File: src/rtl/mips_mc_ctrl.sv
// Multicycle MIPS control FSM with ready/valid memory stalls and a sticky bus-error timeout.
// Define MIPS_MC_ILLEGAL_TRAP_EN to make unknown instructions a terminal trap (adds port 'illegal').
// State codes on 'state': 0 FETCH, 1 DECODE, 2 MEMADR, 3 MEMRD, 4 MEMWB, 5 MEMWR, 6 RTEXE,
// 7 RTWB, 8 IEXE, 9 IWB, 10 BRANCH, 11 JUMP, 12 ILLEGAL.
module mips_mc_ctrl #(
  parameter int WAIT_LIMIT = 15,
  parameter int WCNT_W     = 4
) (
  input  logic       clk,
  input  logic       reset_n,
  input  logic [5:0] op,
  input  logic [5:0] funct,
  input  logic       zero,
  input  logic       mem_ready,
  output logic       pcwrite,
  output logic       iord,
  output logic       memread,
  output logic       memwrite,
  output logic       irwrite,
  output logic       regdst,
  output logic       memtoreg,
  output logic       regwrite,
  output logic       alusrca,
  output logic [1:0] alusrcb,
  output logic [1:0] pcsrc,
  output logic       signext,
  output logic       shiftl16,
  output logic [3:0] alucontrol,
  output logic       bus_err,
`ifdef MIPS_MC_ILLEGAL_TRAP_EN
  output logic       illegal,
`endif
  output logic [3:0] state
);

  typedef enum logic [3:0] {
    S_FETCH   = 4'd0,
    S_DECODE  = 4'd1,
    S_MEMADR  = 4'd2,
    S_MEMRD   = 4'd3,
    S_MEMWB   = 4'd4,
    S_MEMWR   = 4'd5,
    S_RTEXE   = 4'd6,
    S_RTWB    = 4'd7,
    S_IEXE    = 4'd8,
    S_IWB     = 4'd9,
    S_BRANCH  = 4'd10,
    S_JUMP    = 4'd11,
    S_ILLEGAL = 4'd12
  } state_t;

  localparam logic [3:0] ALU_AND  = 4'b0000;
  localparam logic [3:0] ALU_OR   = 4'b0010;
  localparam logic [3:0] ALU_ADD  = 4'b0100;
  localparam logic [3:0] ALU_SUB  = 4'b1100;
  localparam logic [3:0] ALU_SLT  = 4'b1110;
  localparam logic [3:0] ALU_SLTU = 4'b1111;

  state_t            st, st_nx;
  logic [WCNT_W-1:0] wcnt, wcnt_nx;
  logic              wait_st, timeout;
  logic              pcw, irw, mrd, mwr, rw;

  assign state   = st;
  assign wait_st = (st == S_FETCH) || (st == S_MEMRD) || (st == S_MEMWR);
  assign timeout = wait_st && !mem_ready && (WAIT_LIMIT != 0) &&
                   (wcnt == WCNT_W'(WAIT_LIMIT));

  // Enables and requests are forced low for as long as reset is held.
  assign pcwrite  = pcw & reset_n;
  assign irwrite  = irw & reset_n;
  assign memread  = mrd & reset_n;
  assign memwrite = mwr & reset_n;
  assign regwrite = rw  & reset_n;

`ifdef MIPS_MC_ILLEGAL_TRAP_EN
  assign illegal = (st == S_ILLEGAL);
`endif

  // Any state change clears the counter, so entry to a wait state always starts from zero.
  always_comb begin
    wcnt_nx = '0;
    if (wait_st && !mem_ready && !timeout)
      wcnt_nx = (wcnt == '1) ? wcnt : wcnt + 1'b1;
  end

  always_ff @(posedge clk or negedge reset_n) begin
    if (!reset_n) begin
      st      <= S_FETCH;
      wcnt    <= '0;
      bus_err <= 1'b0;
    end else begin
      st   <= st_nx;
      wcnt <= wcnt_nx;
      if (timeout) bus_err <= 1'b1;
    end
  end

  always_comb begin
    st_nx      = st;
    pcw        = 1'b0;
    irw        = 1'b0;
    mrd        = 1'b0;
    mwr        = 1'b0;
    rw         = 1'b0;
    iord       = 1'b0;
    regdst     = 1'b0;
    memtoreg   = 1'b0;
    alusrca    = 1'b0;
    alusrcb    = 2'b00;
    pcsrc      = 2'b00;
    signext    = 1'b0;
    shiftl16   = 1'b0;
    alucontrol = ALU_AND;
    case (st)
      S_FETCH: begin
        mrd        = 1'b1;
        alusrcb    = 2'b01;
        alucontrol = ALU_ADD;
        if (mem_ready) begin
          irw   = 1'b1;
          pcw   = 1'b1;
          st_nx = S_DECODE;
        end
      end
      S_DECODE: begin
        alusrcb    = 2'b11;
        signext    = 1'b1;
        alucontrol = ALU_ADD;
        case (op)
          6'b100011, 6'b101011:                       st_nx = S_MEMADR;
          6'b000000:                                  st_nx = S_RTEXE;
          6'b001000, 6'b001001, 6'b001101, 6'b001111: st_nx = S_IEXE;
          6'b000100, 6'b000101:                       st_nx = S_BRANCH;
          6'b000010:                                  st_nx = S_JUMP;
          default:                                    st_nx = S_ILLEGAL;
        endcase
      end
      S_MEMADR: begin
        alusrca    = 1'b1;
        alusrcb    = 2'b10;
        signext    = 1'b1;
        alucontrol = ALU_ADD;
        st_nx      = (op == 6'b100011) ? S_MEMRD : S_MEMWR;
      end
      S_MEMRD: begin
        mrd  = 1'b1;
        iord = 1'b1;
        if (mem_ready)    st_nx = S_MEMWB;
        else if (timeout) st_nx = S_FETCH;
      end
      S_MEMWB: begin
        rw       = 1'b1;
        memtoreg = 1'b1;
        st_nx    = S_FETCH;
      end
      S_MEMWR: begin
        mwr  = 1'b1;
        iord = 1'b1;
        if (mem_ready || timeout) st_nx = S_FETCH;
      end
      S_RTEXE: begin
        alusrca = 1'b1;
        st_nx   = S_RTWB;
        case (funct)
          6'b100000, 6'b100001: alucontrol = ALU_ADD;
          6'b100010, 6'b100011: alucontrol = ALU_SUB;
          6'b100100:            alucontrol = ALU_AND;
          6'b100101:            alucontrol = ALU_OR;
          6'b101010:            alucontrol = ALU_SLT;
          6'b101011:            alucontrol = ALU_SLTU;
          default:              st_nx      = S_ILLEGAL;
        endcase
      end
      S_RTWB: begin
        rw     = 1'b1;
        regdst = 1'b1;
        st_nx  = S_FETCH;
      end
      S_IEXE: begin
        alusrca = 1'b1;
        alusrcb = 2'b10;
        st_nx   = S_IWB;
        case (op)
          6'b001101: alucontrol = ALU_OR;
          6'b001111: begin
            shiftl16   = 1'b1;
            alucontrol = ALU_ADD;
          end
          default: begin
            signext    = 1'b1;
            alucontrol = ALU_ADD;
          end
        endcase
      end
      S_IWB: begin
        rw    = 1'b1;
        st_nx = S_FETCH;
      end
      S_BRANCH: begin
        alusrca    = 1'b1;
        alucontrol = ALU_SUB;
        pcsrc      = 2'b01;
        pcw        = zero ^ op[0];
        st_nx      = S_FETCH;
      end
      S_JUMP: begin
        pcsrc = 2'b10;
        pcw   = 1'b1;
        st_nx = S_FETCH;
      end
      S_ILLEGAL: begin
`ifdef MIPS_MC_ILLEGAL_TRAP_EN
        st_nx = S_ILLEGAL;
`else
        st_nx = S_FETCH;
`endif
      end
      default: st_nx = S_FETCH;
    endcase
  end

endmodule
File: config.mk
export PLATFORM = sky130hd
export DESIGN_NAME = mips_mc_ctrl
export DESIGN_NICKNAME = d
export VERILOG_FILES = /design/src/rtl/mips_mc_ctrl.sv
export SDC_FILE = /design/constraint.sdc
export NUM_CORES = 1
export LEC_CHECK = 0
export BUFFER_PORTS_ARGS = -buffer_cell sky130_fd_sc_hd__buf_2
export CORE_MARGIN = 10
export CORE_UTILIZATION = 43
export CTS_CLUSTER_SIZE = 14
export DETAILED_ROUTE_END_ITERATION = 10
export GPL_TIMING_DRIVEN = 0
export PLACE_DENSITY = 0.84
export SETUP_SLACK_MARGIN = 0.4
export SLEW_MARGIN = 5
export SYNTH_ARGS = -nofsm -noshare
export SYNTH_HDL_FRONTEND = slang
export SYNTH_SLANG_ARGS = --single-unit
File: constraint.sdc
create_clock -name clk -period 1.3 [get_ports clk]
set_input_delay 0 -clock clk [delete_from_list [all_inputs] [get_ports clk]]
set_output_delay 0 -clock clk [all_outputs]
set_load 0.01 [all_outputs]
==> results of run 1 <==
repair_timing:
item	4_1_cts
cloned	1
hold buffers	1
endpoints found under the setup margin	28
pin swaps	15
hold endpoints to repair	9
buffers inserted	24
gates resized for setup	38
per-stage QoR:
step | TNS [ps] | instances | hold slack [ps] | utilization (%)
2_1_floorplan | -158 | 133 | -296 | -
3_5_place_dp | -1280 | 200 | -106 | 61.6
3_3_place_gp | -1010 | 200 | -112 | 61.6
4_1_cts | -6500 | 230 | 103 | 80.2
synthesized netlist by cell type, drive strengths merged, types with 2 or more instances:
cell type  count  area, µm²
nor2          19       71.3
nand2         10       37.5
dfrtp          9        225
nand2b         9       63.8
nand3          9       45.0
nor3           8       45.0
buf            7       37.5
inv            7       26.3
a21oi          5       25.0
nor4           5       31.3
nor2b          4       25.0
xnor2          4       35.0
a31oi          3       18.8
o211ai         3       22.5
o22ai          3       18.8
mux2           2       22.5
nor4b          2       17.5
o21a           2       15.0
o21ai          2       10.0
o32ai          2       17.5
or2            2       12.5
xor2           2       17.5
cell families after synthesis:
group                      count (synthesis)  share of synthesized area, %
xor gates and xnor gates                   6                          5.36
and+or+nand+nor                           73                          40.7
DFF                                        9                          23.0
adders and majority gates                  1                          1.28
buffers and inverters                     14                          6.51
AOI/OAI and AO/OA                         28                          20.8
muxes                                      2                          2.30
==> results.yml, run 1 <==
status:
  status: "did not finish"
  stop_stage: "global routing"
  stop_error: "[ERROR DPL-0033] detailed placement checks failed during check placement."
yosys:
  synth-edff-count: 0
  syn_nets: 150
  syn_area_per_cell_um2: 7.37
  ys_types: 41
  yosys_most_used_dff: "dfrtp_1"
  netlist_instances: 133
  async_reset_ff_share_pct: 100
  ys.warnings.count: 0
  ys_seq_area_share_pct: 23.0
  synth_seq_cells: 9
  netlist_area_um2: 980
clock_network:
  htreeDepth: 1
  ctsLongestPathBuffers: 2
  clockRootBuffer: "clkbuf_4"
  cts_made_buffers: 3
  cts_sinks: 9
floorplanning:
  row_count: 17
  die_x_um: 67.7
  die_h_um: 67.7
  start_util_pct: 44.7
  io-pin-count: 40
timing:
  worst_endpoint: "alucontrol[2]"
  endpoint_type: "output port"
place:
  place_area_um2: 1350
  io_buffers: 39
  dp_hpwl_um: 2630
  dp_slack_ps: -280
  place.gp.congestion: 0.879
grt:
  grt_max_degree: 11
  antenna_found_initial: 0
==> run 2: changes to the inputs <==
Settings changed: CORE_AREA set to 10 10 71 73, CORE_MARGIN 10 to unset, CORE_UTILIZATION 43 to unset, CTS_CLUSTER_SIZE 14 to unset, DIE_AREA set to 0 0 81 83, PLACE_DENSITY 0.84 to unset, PLACE_DENSITY_LB_ADDON set to 0.15, SETUP_SLACK_MARGIN 0.4 to unset.
Clock period 1.3 ns to 1.7 ns, I/O delays scaled along.
==> run 2 against run 1 <==
  * The flow now finishes without violations
  * Synthesized cell count unchanged
  * Synthesized area is the same
==> results.yml, run 2 <==
final_layout:
  fin_util_pct: 39.2
  synthToLayoutAreaGrowth_pct: 45.5
  layout.nets: 202
  fillers: 402
  antenna_cells: 0
  layout-drive-gt1-share_pct: 40.2
  layout_common_cells: "buf_2 (39), nor2_1 (17), nand2_1 (10)"
  mostFrequentLayoutCell: "buf_2"
place:
  dp_slack_ps: 156
  io_buffers: 39
  dp_hpwl_um: 2700
  place.gp.congestion: 0.821
grt:
  grt_pass1_wl_um: 5490
  grt_max_degree: 14
  grt.total_usage_pct: 9.80
  overflow: 0
  antenna_found_initial: 0
  grt_pass1_vias: 1132
clock_network:
  insertion_delay_ps: 230
  clockRootBuffer: "clkbuf_8"
  cts_sinks: 9
  htreeDepth: 1
  cts_made_buffers: 3
  cts_tree: "yes"
  clk_pin_slew_ps: 40
  ctsLongestPathBuffers: 2
route:
  finalWirelength_um: 3440
  antenna_left: 0
  via_per_inst: 5.05
  firstDrtPassIters: 4
  drt_iter0_markers: 103
  wire_per_inst_um: 14.8
  num_vias: 1172
  post-route-drc-count: 0
timing:
  fmax_ghz: 0.593
  setup_violations: 0
  setup_ws_ps: 12.7
  slew_headroom_pct: 54.9
  slew_viol_final: 0
  hold_ws_ps: 116
  rsz0062_at_grt: "yes"
  skew_ps: 5.67
  finalHoldViolCount: 0
  period_minus_slack_ps: 1690
  tightest_slew_ps: 674
  fin_crit_sh_pct: 99.3
yosys:
  synth.largest_area_cell: "dfrtp_1"
  synth_seq_cells: 9
  syn_area_per_cell_um2: 7.37
  synthTopCellsByCount: "nor2_1 (19), nand2_1 (10), dfrtp_1 (9), nand3_1 (9), nand2b_1 (8)"
  ys.warnings.count: 0
  async_reset_ff_share_pct: 100
  netlist_instances: 133
  ys_types: 41
  yosys_most_used_dff: "dfrtp_1"
  netlist_area_um2: 980
  synth_top_area_share_pct: 23.0
  syn_nets: 150
  ys_seq_area_share_pct: 23.0
  synth.area.top_cells: "dfrtp_1 (23%), nor2_1 (7.3%), nand2b_1 (5.1%)"
  synth_most_common_cell: "nor2_1"
  synth-edff-count: 0
pwr:
  ir_worst_vdd_v: 0.000589
  powerDensity_nw_per_um2: 1330
  cellLeakagePower_nw: 0.646
  total_power_mw: 1.90
critical_path:
  critPathLaunch: "state[0]"
  cp_top_family: "simple AND/OR/NAND/NOR gates"
  max_stage_delay_ps: 520
  crit_arrival_ps: 1690
  r2r_cells: 7
  reg2reg_to: "state[0]"
  endpoint_kind: "primary output"
  crit_type: "reg2out"
  crit_slowest_cell: "or4_4"
  cp_data_required_time_ps: 1700
  r2r-start: "state[0]"
  startpoint_type: "register"
  crit_buf_inv: 1
  r2r_slack_ps: 70
  crit_cells: 5
  endpoint: "alucontrol[2]"
  crit_path_cell_trace: "nand2b_4 -> or4_4 -> nor3_2 -> or3b_1 -> buf_6"
  worstPathMaxFanout: 4
flow_run:
  drv_cap: 0
floorplanning:
  floorplan.die_area_um2: 6720
  die_x_um: 81
  row_count: 22
  start_util_pct: 27.0
  fp.coreArea_um2: 3630
  die_h_um: 83
  io-pin-count: 40
hold_path:
  hold_path.class: "in2reg"
status:
  status: "finished clean"
==> run 2: what timing repair did <==
action / in CTS / in global routing
hold endpoints to repair: 9 / 0
buffers inserted: 4 / 3
hold buffers: 1 / 0
endpoints found under the setup margin: 3 / 10
resized for setup: 5 / 17
pin swaps: 2 / 3
==> run 2: logic make-up (layout without fill, tap and decap cells) <==
kind of cell	count (synthesis)	in the layout	synth area share, %
DFF	9	9	23.0
xor gates and xnor gates	6	6	5.36
AOI/OAI and AO/OA	28	28	20.8
adders and majority gates	1	1	1.28
buffers and inverters	14	65	6.51
muxes	2	2	2.30
and+or+nand+nor	73	73	40.7
==> run 2: worst min-delay path by stage <==
stage,startpoint,to,depth (start not counted)
after detailed placement,reset_n,bus_err,1
after CTS,funct[4],state[3],3
after global routing,funct[4],state[3],3
after floorplan,reset_n,bus_err,0
after global placement,reset_n,wcnt[1],1
final,funct[4],state[3],3
==> run 2: area by class of cell <==
| type | count | area [µm²] | area share, % |
|---|---|---|---|
| repair buffers | 47 | 270 | 19.0 |
| multi-input cells | 110 | 739 | 51.9 |
| clock buffers | 4 | 45.0 | 3.16 |
| plain buffers | 7 | 55.1 | 3.86 |
| well taps | 48 | 60.1 | 4.21 |
| inverters | 7 | 30.0 | 2.11 |
| flip-flops and latches | 9 | 225 | 15.8 |
==> run 2: tightest hold or removal path: cells and delay by family <==
family                 cells  cell delay [ps]
buffers and inverters      1               90
AO/OA/AOI/OAI              2              200
==> run 2: through the flow <==
step | instances | setup TNS (ps) | cell area, µm²
after floorplan | 133 | 0 | 980
after global placement | 220 | 0 | 1230
after detailed placement | 220 | 0 | 1230
after CTS | 229 | -32.0 | 1340
after global routing | 232 | -192 | 1430
final | 232 | 0 | 1430
==> run 2: where the power goes <==
group          total [mW]  leakage (nW)  switching (mW)  internal (mW)
sequential          0.314         0.120          0.0464          0.267
clock               0.240        0.0228          0.0774          0.163
combinational        1.35         0.502           0.732          0.616
==> run 2: metal layers <==
metal  global-route usage [%]  wire, µm  vias up
li1                         -         -      585
met1                     11.5      1440      555
met2                     16.7      1700       30
met3                     3.23       285        2
met4                     1.88         8        0
met5                        0         0        -
Power figures use the tool's default switching activity.
==> run 3: changes to the inputs <==
Settings changed: PLACE_DENSITY set to 0.61, PLACE_DENSITY_LB_ADDON 0.15 to unset.
==> run 3 against run 2 <==
  * Critical path depth unchanged
  * Critical endpoint unchanged
  * Largest cell class unchanged
  * The flow now finishes with violations (negative setup slack)
  * Final area decreased by 2.8%
  * Largest power group unchanged
  * Via count decreased by 2.6%
  * Setup slack got worse by 39 ps
==> results.yml, run 3 (synthesized netlist as in run 2, its figures left out) <==
final_layout:
  layout.nets: 200
  synthToLayoutAreaGrowth_pct: 41.4
  final_cell_area_um2: 1390
  layout_common_cells: "buf_2 (42), nor2_1 (17), nand2_1 (10), nand3_1 (9)"
  fillers: 404
  layout-drive-gt1-share_pct: 39.6
  antenna_cells: 0
  mostFrequentLayoutCell: "buf_2"
  fin_util_pct: 38.1
clock_network:
  ctsLongestPathBuffers: 2
  insertion_delay_ps: 230
  clockRootBuffer: "clkbuf_8"
  cts_sinks: 9
  cts_made_buffers: 3
  clk_pin_slew_ps: 50
  htreeDepth: 1
  cts_tree: "yes"
grt:
  grtUsageMet2_pct: 14.5
  antenna_found_initial: 0
  use_met1_pct: 11.0
  grt.total_usage_pct: 9.04
  grt_pass1_vias: 1100
  grt_util_met3_pct: 2.91
  grt-busiest-layer: "met2"
  overflow: 0
  grt_max_degree: 14
  grt_pass1_wl_um: 5150
critical_path:
  cp_data_required_time_ps: 1700
  crit_path_cell_trace: "nand2b_4 -> or4_4 -> nor3_2 -> or3b_1 -> buf_2"
  reg2reg_to: "state[0]"
  r2r_cells: 5
  r2r_slack_ps: 140
  r2r-start: "state[3]"
  crit_type: "reg2out"
  max_stage_delay_ps: 510
  cp_top_family: "simple AND/OR/NAND/NOR gates"
  worstPathMaxFanout: 4
  endpoint_kind: "primary output"
  crit_buf_inv: 1
  crit_slowest_cell: "or4_4"
  critPathLaunch: "state[0]"
  crit_arrival_ps: 1730
  startpoint_type: "register"
floorplanning:
  floorplan.die_area_um2: 6720
  start_util_pct: 27.0
  io-pin-count: 40
  row_count: 22
  die_h_um: 83
  die_x_um: 81
  fp.coreArea_um2: 3630
route:
  antenna_left: 0
  drt_iter0_markers: 61
  post-route-drc-count: 0
  wire_per_inst_um: 14.2
  num_vias: 1142
  via_per_inst: 4.97
  finalWirelength_um: 3260
  firstDrtPassIters: 4
timing:
  tightest_slew_ps: 636
  setup_ws_ps: -26.2
  rsz0062_at_grt: "yes"
  period_minus_slack_ps: 1730
  finalHoldViolCount: 0
  fmax_ghz: 0.579
  slew_viol_final: 0
  skew_ps: 3.29
  fin_crit_sh_pct: 102
  setup_violations: 1
  slew_headroom_pct: 57.5
place:
  place_area_um2: 1230
  io_buffers: 39
  dp_hpwl_um: 2490
  place.gp.congestion: 0.835
pwr:
  pwr-share-comb_pct: 67.9
  total_power_mw: 1.79
  powerDensity_nw_per_um2: 1290
  switching_share_pct: 46.5
  power.share.sequential_pct: 18.3
  cellLeakagePower_nw: 0.623
  ir_worst_vdd_v: 0.000368
  clock_power_share_pct: 13.8
  netSwitchingPower_mw: 0.834
  p_int_mw: 0.959
hold_path:
  hold-path-endpoint: "state[3]"
  hold_depth: 3
  hold_path.class: "in2reg"
  min_from: "funct[4]"
status:
  violations: "negative setup slack"
  status: "complete, but fails checks"
flow_run:
  drv_cap: 0
## run 3: layout make-up
class | instances | area, µm² | share of cell area [%]
tap | 48 | 60.1 | 4.34
clock buffer | 4 | 45.0 | 3.25
buffer | 7 | 48.8 | 3.52
multi-input combinational | 110 | 731 | 52.8
timing repair buffer | 45 | 243 | 17.5
sequential | 9 | 228 | 16.4
inverter | 7 | 30.0 | 2.17
## run 3: timing repair
action | in CTS | in global routing
hold buffers | 1 | 0
gates resized for setup | 5 | 11
endpoints found under the setup margin | 2 | 7
hold endpoints to repair | 9 | 0
setup buffers | 4 | 1
## run 3: per-stage QoR
step	cells	setup TNS, ps	setup slack (ps)	hold slack, ps
floorplan	133	0	292	-296
global placement	220	0	177	-108
detailed placement	220	0	149	-101
CTS	229	-35.7	-35.7	128
global route	230	-224	-90.8	125
finish	230	-26.2	-26.2	122
## run 3: worst reg2reg max path, cell delays in order, from the launching register on
cell      delay [ps]
dfrtp_1          420
buf_4            210
clkbuf_4         210
nor4_1           410
o21ai_0          130
o211ai_1         100
## run 3: power groups by stage
| stage | registers [mW] | clock network [mW] | logic, mW |
|---|---|---|---|
| 2_1_floorplan | 0.331 | 0 | 0.711 |
| 3_3_place_gp | 0.326 | 0 | 1.07 |
| 3_5_place_dp | 0.329 | 0 | 1.07 |
| 4_1_cts | 0.324 | 0.256 | 1.13 |
| 5_1_grt | 0.335 | 0.270 | 1.32 |
| 6_report | 0.328 | 0.248 | 1.22 |
## run 3: worst max-delay path by stage
| stage | end | slack, ps | depth (start not counted) |
|---|---|---|---|
| after global routing | alucontrol[2] | -90 | 5 |
| after global placement | alucontrol[2] | 180 | 5 |
| after CTS | alucontrol[2] | -40 | 5 |
| after detailed placement | alucontrol[2] | 150 | 5 |
| final | alucontrol[2] | -30 | 5 |
| after floorplan | alucontrol[2] | 290 | 4 |
## run 3: layer usage
metal | up-vias | share of wire, %
met4 | 0 | 0.71
met5 | - | 0
met1 | 534 | 45
li1 | 581 | -
met2 | 25 | 48
met3 | 2 | 6.8
